<file path="src/rtl/frame_guard_fifo_pkg.sv">
// Shared video definitions for the frame guard FIFO: pixel width, frame size
// default, guard state encoding and the packed FIFO entry layout.
package frame_guard_fifo_pkg;

  localparam int PIX_W                = 12;
  localparam int ENTRY_W              = PIX_W + 2;
  localparam int FRAME_PIXELS_DEFAULT = 76800;
  localparam int PIX_CNT_W            = 17;

  typedef enum logic [0:0] {
    SEEK_SOP = 1'b0,
    IN_FRAME = 1'b1
  } guard_state_e;

  typedef struct packed {
    logic             sop;
    logic             eop;
    logic [PIX_W-1:0] data;
  } fifo_entry_t;

endpackage

</file>
<file path="src/rtl/frame_guard_fifo_if.sv">
// Pixel stream handshake bundle: upstream words in, downstream words out.
interface frame_guard_fifo_if;
  import frame_guard_fifo_pkg::*;

  logic [PIX_W-1:0] data_in;
  logic             sop_in;
  logic             eop_in;
  logic             valid_in;
  logic             ready_out;
  logic [PIX_W-1:0] data_out;
  logic             sop_out;
  logic             eop_out;
  logic             valid_out;
  logic             ready_in;

  // master is the source/sink environment around the FIFO
  modport master (
    output data_in, sop_in, eop_in, valid_in, ready_in,
    input  ready_out, data_out, sop_out, eop_out, valid_out
  );

  modport slave (
    input  data_in, sop_in, eop_in, valid_in, ready_in,
    output ready_out, data_out, sop_out, eop_out, valid_out
  );

endinterface

</file>
<file path="src/rtl/frame_guard_fifo_stream_fifo.sv">
// Synchronous first-word-fall-through FIFO; one extra pointer bit separates
// full from empty when the index bits match.
module stream_fifo #(
  parameter int DEPTH = 16,
  parameter int WIDTH = 14
) (
  input  logic             clk,
  input  logic             reset,
  input  logic             push_i,
  input  logic             pop_i,
  input  logic [WIDTH-1:0] wdata_i,
  output logic [WIDTH-1:0] rdata_o,
  output logic             full_o,
  output logic             empty_o
);

  localparam int AW = $clog2(DEPTH);

  logic [AW:0]      wrPtr_q, wrPtr_d;
  logic [AW:0]      rdPtr_q, rdPtr_d;
  logic [WIDTH-1:0] mem_q [DEPTH];
  logic             doPush;
  logic             doPop;

  assign empty_o = (wrPtr_q == rdPtr_q);
  assign full_o  = (wrPtr_q[AW] != rdPtr_q[AW]) &&
                   (wrPtr_q[AW-1:0] == rdPtr_q[AW-1:0]);

  assign doPush  = push_i && !full_o;
  assign doPop   = pop_i && !empty_o;
  assign rdata_o = mem_q[rdPtr_q[AW-1:0]];

  always_comb begin
    wrPtr_d = wrPtr_q;
    rdPtr_d = rdPtr_q;
    if (doPush) begin
      wrPtr_d = wrPtr_q + (AW+1)'(1);
    end
    if (doPop) begin
      rdPtr_d = rdPtr_q + (AW+1)'(1);
    end
  end

  always_ff @(posedge clk or negedge reset) begin
    if (!reset) begin
      wrPtr_q <= '0;
      rdPtr_q <= '0;
    end else begin
      wrPtr_q <= wrPtr_d;
      rdPtr_q <= rdPtr_d;
    end
  end

  // storage is left unreset; empty pointers keep stale words invisible
  always_ff @(posedge clk) begin
    if (doPush) begin
      mem_q[wrPtr_q[AW-1:0]] <= wdata_i;
    end
  end

endmodule

</file>
<file path="src/rtl/frame_guard_fifo.sv">
// Frame guard in front of a pixel FIFO: drops words outside a frame, repairs
// malformed frames so downstream always sees sop..eop, and counts outcomes.
module frame_guard_fifo
  import frame_guard_fifo_pkg::*;
#(
  parameter int DEPTH        = 16,
  parameter int FRAME_PIXELS = FRAME_PIXELS_DEFAULT
) (
  input  logic                 clk,
  input  logic                 reset,
  frame_guard_fifo_if.slave    bus,
  output logic [15:0]          frame_count,
  output logic [7:0]           error_count,
  output logic                 frame_error
);

  localparam logic [PIX_CNT_W-1:0] FRAME_LEN = PIX_CNT_W'(FRAME_PIXELS);

  guard_state_e         state_q, state_d;
  logic [PIX_CNT_W-1:0] pixCnt_q, pixCnt_d;
  logic [PIX_CNT_W-1:0] pixNext;
  logic [15:0]          frameCount_q, frameCount_d;
  logic [7:0]           errorCount_q, errorCount_d;
  logic                 frameError_q, frameError_d;

  logic                 accept;
  logic                 push;
  logic                 pop;
  logic                 full;
  logic                 empty;
  fifo_entry_t          wrEntry;
  fifo_entry_t          rdEntry;
  logic [ENTRY_W-1:0]   rdWord;

  assign accept  = bus.valid_in && !full;
  assign pop     = !empty && bus.ready_in;
  assign pixNext = pixCnt_q + PIX_CNT_W'(1);

  assign bus.ready_out = !full;
  assign bus.valid_out = !empty;
  assign rdEntry       = rdWord;
  assign bus.data_out  = rdEntry.data;
  assign bus.sop_out   = rdEntry.sop;
  assign bus.eop_out   = rdEntry.eop;

  stream_fifo #(
    .DEPTH (DEPTH),
    .WIDTH (ENTRY_W)
  ) u_fifo (
    .clk     (clk),
    .reset   (reset),
    .push_i  (push),
    .pop_i   (pop),
    .wdata_i (wrEntry),
    .rdata_o (rdWord),
    .full_o  (full),
    .empty_o (empty)
  );

  // guard decision for the word being accepted this cycle; at most one
  // error is raised per word, and repaired words keep sop..eop well formed
  always_comb begin
    state_d      = state_q;
    pixCnt_d     = pixCnt_q;
    push         = 1'b0;
    frameError_d = 1'b0;
    wrEntry      = '{sop: bus.sop_in, eop: bus.eop_in, data: bus.data_in};
    if (accept) begin
      case (state_q)
        SEEK_SOP: begin
          if (bus.sop_in) begin
            push     = 1'b1;
            pixCnt_d = PIX_CNT_W'(1);
            if (!bus.eop_in) begin
              state_d = IN_FRAME;
            end else begin
              frameError_d = (FRAME_LEN != PIX_CNT_W'(1));
            end
          end
        end
        IN_FRAME: begin
          push     = 1'b1;
          pixCnt_d = pixNext;
          if (bus.sop_in) begin
            wrEntry.eop  = 1'b0;
            frameError_d = 1'b1;
            pixCnt_d     = PIX_CNT_W'(1);
          end else if (bus.eop_in) begin
            frameError_d = (pixNext != FRAME_LEN);
            state_d      = SEEK_SOP;
          end else if (pixNext == FRAME_LEN) begin
            wrEntry.eop  = 1'b1;
            frameError_d = 1'b1;
            state_d      = SEEK_SOP;
          end
        end
        default: state_d = SEEK_SOP;
      endcase
    end
  end

  always_comb begin
    frameCount_d = frameCount_q;
    errorCount_d = errorCount_q;
    if (pop && rdEntry.eop) begin
      frameCount_d = frameCount_q + 16'd1;
    end
    if (frameError_d && (errorCount_q != 8'hFF)) begin
      errorCount_d = errorCount_q + 8'd1;
    end
  end

  always_ff @(posedge clk or negedge reset) begin
    if (!reset) begin
      state_q      <= SEEK_SOP;
      pixCnt_q     <= '0;
      frameCount_q <= '0;
      errorCount_q <= '0;
      frameError_q <= 1'b0;
    end else begin
      state_q      <= state_d;
      pixCnt_q     <= pixCnt_d;
      frameCount_q <= frameCount_d;
      errorCount_q <= errorCount_d;
      frameError_q <= frameError_d;
    end
  end

  assign frame_count = frameCount_q;
  assign error_count = errorCount_q;
  assign frame_error = frameError_q;

endmodule

</file>
<file path="src/flat_wrapper.sv">
// flat-port wrapper written by rule: the top's interface ports become plain ports
module frame_guard_fifo_flat import frame_guard_fifo_pkg::*;
#(
  parameter int DEPTH        = 16,
  parameter int FRAME_PIXELS = FRAME_PIXELS_DEFAULT
)
  (clk, reset, frame_count, error_count, frame_error, bus_data_in, bus_sop_in, bus_eop_in, bus_valid_in, bus_ready_in, bus_ready_out, bus_data_out, bus_sop_out, bus_eop_out, bus_valid_out);
  frame_guard_fifo_if bus_i ();
  input  logic clk;
  input  logic reset;
  output logic [15:0] frame_count;
  output logic [7:0] error_count;
  output logic frame_error;
  input wire logic [$bits(bus_i.data_in)-1:0] bus_data_in;
  input wire logic [$bits(bus_i.sop_in)-1:0] bus_sop_in;
  input wire logic [$bits(bus_i.eop_in)-1:0] bus_eop_in;
  input wire logic [$bits(bus_i.valid_in)-1:0] bus_valid_in;
  input wire logic [$bits(bus_i.ready_in)-1:0] bus_ready_in;
  output wire logic [$bits(bus_i.ready_out)-1:0] bus_ready_out;
  output wire logic [$bits(bus_i.data_out)-1:0] bus_data_out;
  output wire logic [$bits(bus_i.sop_out)-1:0] bus_sop_out;
  output wire logic [$bits(bus_i.eop_out)-1:0] bus_eop_out;
  output wire logic [$bits(bus_i.valid_out)-1:0] bus_valid_out;
  assign bus_i.data_in = bus_data_in;
  assign bus_i.sop_in = bus_sop_in;
  assign bus_i.eop_in = bus_eop_in;
  assign bus_i.valid_in = bus_valid_in;
  assign bus_i.ready_in = bus_ready_in;
  assign bus_ready_out = bus_i.ready_out;
  assign bus_data_out = bus_i.data_out;
  assign bus_sop_out = bus_i.sop_out;
  assign bus_eop_out = bus_i.eop_out;
  assign bus_valid_out = bus_i.valid_out;
  frame_guard_fifo #(.DEPTH(DEPTH), .FRAME_PIXELS(FRAME_PIXELS)) u_core (.clk(clk), .reset(reset), .bus(bus_i), .frame_count(frame_count), .error_count(error_count), .frame_error(frame_error));
endmodule
</file>
<file path="config.mk">
export PLATFORM = sky130hd
export DESIGN_NAME = frame_guard_fifo_flat
export DESIGN_NICKNAME = d
export VERILOG_FILES = /design/src/rtl/frame_guard_fifo_pkg.sv /design/src/rtl/frame_guard_fifo_if.sv /design/src/rtl/frame_guard_fifo_stream_fifo.sv /design/src/rtl/frame_guard_fifo.sv /design/src/flat_wrapper.sv
export SDC_FILE = /design/constraint.sdc
export NUM_CORES = 1
export LEC_CHECK = 0
export ABC_CLOCK_PERIOD_IN_PS = 4000
export BUFFER_PORTS_ARGS = -buffer_cell sky130_fd_sc_hd__buf_2
export CORE_MARGIN = 5
export CORE_UTILIZATION = 45
export CTS_CLUSTER_DIAMETER = 150
export DETAILED_ROUTE_END_ITERATION = 7
export PLACE_DENSITY = 0.66
export SLEW_MARGIN = 20
export SYNTH_ARGS = -nofsm -noshare
export SYNTH_HDL_FRONTEND = slang
export SYNTH_SLANG_ARGS = --single-unit
</file>
<file path="constraint.sdc">
create_clock -name clk -period 4 [get_ports clk]
set_input_delay 0.6 -clock clk [delete_from_list [all_inputs] [get_ports clk]]
set_output_delay 0.6 -clock clk [all_outputs]
set_load 0.02 [all_outputs]
</file>
==> impl_metrics.tcl <==
set metrics [dict create \
    cts_buffers 29 \
    ys_async_sr_fraction 0.191 \
    power_frac_comb 0.290 \
    multi_input_comb_area_um2 3400 \
    ant_nets 0 \
    grt_pass1_wl_um 38200 \
    clock.fmax_mhz 266 \
    crit_path_max_fanout 9 \
    worstHoldPathType "in -> async" \
    max_slew.worst_pin.slew_ns 0.839 \
    start_kind "register" \
    yosys-top-cells-count "224 x edfxtp_1, 68 x mux4_2, 53 x dfrtp_1" \
    grt.overflow.total 0 \
    clkLatencyLatePin_ns 0.55 \
    slew_headroom 0.440 \
    hold_viol_final 0 \
    yosysWarnings 0 \
    finalSetupViolations 0 \
    dieHeight_um 171 \
    critPathKind "reg -> reg" \
    worst_setup_path_end_kind "register" \
    finalWorstSetupSlack_ns 0.234 \
    first_iter_violations 508 \
    tns_ns 0 \
    ctsResizeCount 0 \
    maxSlewViolCount 0 \
    portBuffers 58 \
    nets 776 \
    antenna_found_initial 0 \
    cp_slowest_cell "or4_1" \
    clk_pin_slew_ns 0.06 \
    ys_ff_latch 277 \
    synth_edf_count 224 \
    maxCapViolCount 0 \
    pwr-share-clk 0.299 \
    gp_congestion 0.911 \
    cts_buffer_depth 3 \
    path_cells "ha_1 -> nand4_2 -> or4_1 -> xor2_1 -> nand4_1 -> or4_1 -> ha_1 -> a21oi_1 -> nor2_1 -> and3_1 -> mux2_2" \
    post-place-ws_ns 0.290 \
    synth_cell_types 59 \
    power_density_nw_per_um2 699 \
    internal_power_uw 6450 \
    boundaryPins 59 \
    syn_area_um2 11700 \
    synth.top_cell.area_share 0.576 \
    core_area_um2 25800 \
    grt_max_degree 54 \
    ir_drop_uv 507 \
    die_w_um 171 \
    clock_skew_ns 0.0246 \
    cts_tree "done" \
    drive_gt1_frac 0.279 \
    wl_per_cell_um 22.2 \
    ctsHtreeMaxLevel 1 \
    cts.sinks 277 \
    slowest_delay_ns 0.64 \
    switching_power_uw 2950 \
    critPathTopFamily "simple AND/OR/NAND/NOR gates" \
    num_vias 6307 \
    rsz0062_at_grt "false" \
    area_growth_pct 15.1 \
    cts_setup_buffers 0 \
    synth_cells 668 \
    initial_utilization 0.452 \
    grt_pass1_vias 6538 \
    routed_wl_um 24500 \
    crit_buf_inv 0 \
    postCtsHoldBufs 0 \
    synth.most_common_cell "edfxtp_1" \
    avgViaCountPerCell 5.71 \
    required_ns 4.42 \
    register_area_um2 8060 \
    route.detailed.drc 0 \
    dp_hpwl_um 14900 \
    finalCritPeriodShare 0.941 \
    postSynthAreaPerCell_um2 17.5 \
    die_area_um2 29300 \
    ys.flop_type "edfxtp_1" \
    synth_area_leader_cell "edfxtp_1" \
    fillers 2091 \
    n_antenna_cell 0 \
    rows 59 \
    cts_root_buffer "clkbuf_16" \
    synthTopCellsByArea "edfxtp_1 58%, mux4_2 13%, dfrtp_1 11%" \
    leakage_uw 0.00478 \
    drtPass1Iterations 5 \
    swShare 0.314 \
    status "finished, final reports clean" \
    seq_power_share 0.410 \
    arrival_ns 4.19 \
    synth.yosys.seq_area_share 0.689 \
    grt_usage 0.170 \
    syn-num-nets 696 \
    min_period_ns 3.77 \
]
-- state kept, by name, summed over array words and instances (netlist names) --
signal	cells
u_core.u_fifo.mem_q	224
u_core.pixCnt_q	17
u_core.frame_count	16
u_core.error_count	8
u_core.u_fifo.rdPtr_q	5
u_core.u_fifo.wrPtr_q	5
u_core.frame_error	1
u_core.state_q	1
-- worst paths after layout --
path | startpoint | slack, ns | endpoint | depth (start not counted)
worst max-delay path | u_core.pixCnt_q[0]$_DFFE_PN0P_ | 0.23 | u_core.error_count[1]$_DFFE_PN0P_ | 11
max in group asynchronous | reset | 3.30 | u_core.u_fifo.rdPtr_q[0]$_DFFE_PN0P_ | 2
worst min register to register | u_core.frame_count[15]$_DFFE_PN0P_ | 0.47 | u_core.frame_count[15]$_DFFE_PN0P_ | 1
min in group clk | bus_data_in[6] | 0.43 | u_core.u_fifo.mem_q[1][6]$_DFFE_PP_ | 1
worst max register to register | u_core.pixCnt_q[0]$_DFFE_PN0P_ | 0.23 | u_core.error_count[1]$_DFFE_PN0P_ | 11
worst min-delay path | reset | 0.17 | u_core.error_count[5]$_DFFE_PN0P_ | 2
-- layout make-up --
type | count | share of cell area
Clock inverter | 23 | 0.0212
Tap cell | 335 | 0.0312
Timing Repair Buffer | 85 | 0.0376
Clock buffer | 30 | 0.0543
Sequential cell | 277 | 0.599
Multi-Input combinational cell | 344 | 0.253
Inverter | 11 | 0.00307
-- metal layers --
metal / share of wire / up-vias / track usage
li1: - / 2838 / -
met1: 0.43 / 3261 / 0.231
met2: 0.50 / 168 / 0.290
met3: 0.050 / 40 / 0.0256
met4: 0.022 / 0 / 0.0458
met5: 0 / - / 0
-- cell families (layout without fill, tap and decap cells) --
group | after synthesis | count (layout) | share of synthesized area
AO/OA/AOI/OAI | 60 | 60 | 0.0362
XOR/XNOR | 37 | 37 | 0.0284
adder cells (fa/ha/maj) | 10 | 10 | 0.0107
buffers and inverters | 47 | 149 | 0.0197
flip-flops | 277 | 277 | 0.689
multiplexers | 75 | 75 | 0.139
AND/OR/NAND/NOR | 162 | 162 | 0.0765
-- power by group through the flow --
stage	Clock [uW]	Sequential, uW	Combinational, uW
2_1_floorplan	0	3770	2110
3_3_place_gp	0	3880	2700
3_5_place_dp	0	3910	2760
4_1_cts	2880	3860	2770
5_1_grt	3000	3910	2960
6_report	2810	3860	2730
-- cells in the final DEF, fill, tap and decap left out, drive strengths merged, types with 3 or more instances in the layout --
cell,netlist,final
xnor2,15,15
nand4,17,17
inv,10,12
xor2,22,22
a31oi,7,7
and2,7,7
nor4,9,9
nand2,35,35
dfrtp,53,53
o21ai,14,14
mux2,4,4
edfxtp,224,224
buf,24,85
nand3,15,15
nor3,10,10
bufinv,0,6
a21boi,3,3
clkinv,1,10
clkbuf,12,30
ha,10,10
and3,23,23
a21oi,15,15
nor2b,3,3
and4,5,5
a2111oi,3,3
mux4,69,69
clkinvlp,0,6
nor2,26,26
-- stage by stage --
stage | util | std cells | power, uW | instance area [um2] | hold slack, ns
floorplan | - | 668 | 5880 | 11700 | 0.304
global placement | 0.481 | 1052 | 6580 | 12400 | 0.454
detailed placement | 0.481 | 1052 | 6680 | 12400 | 0.465
CTS | 0.520 | 1105 | 9500 | 13400 | 0.190
global route | 0.520 | 1105 | 9870 | 13400 | 0.229
finish | 0.520 | 1105 | 9400 | 13400 | 0.173
Note: power is estimated with default switching activity, not from simulation.
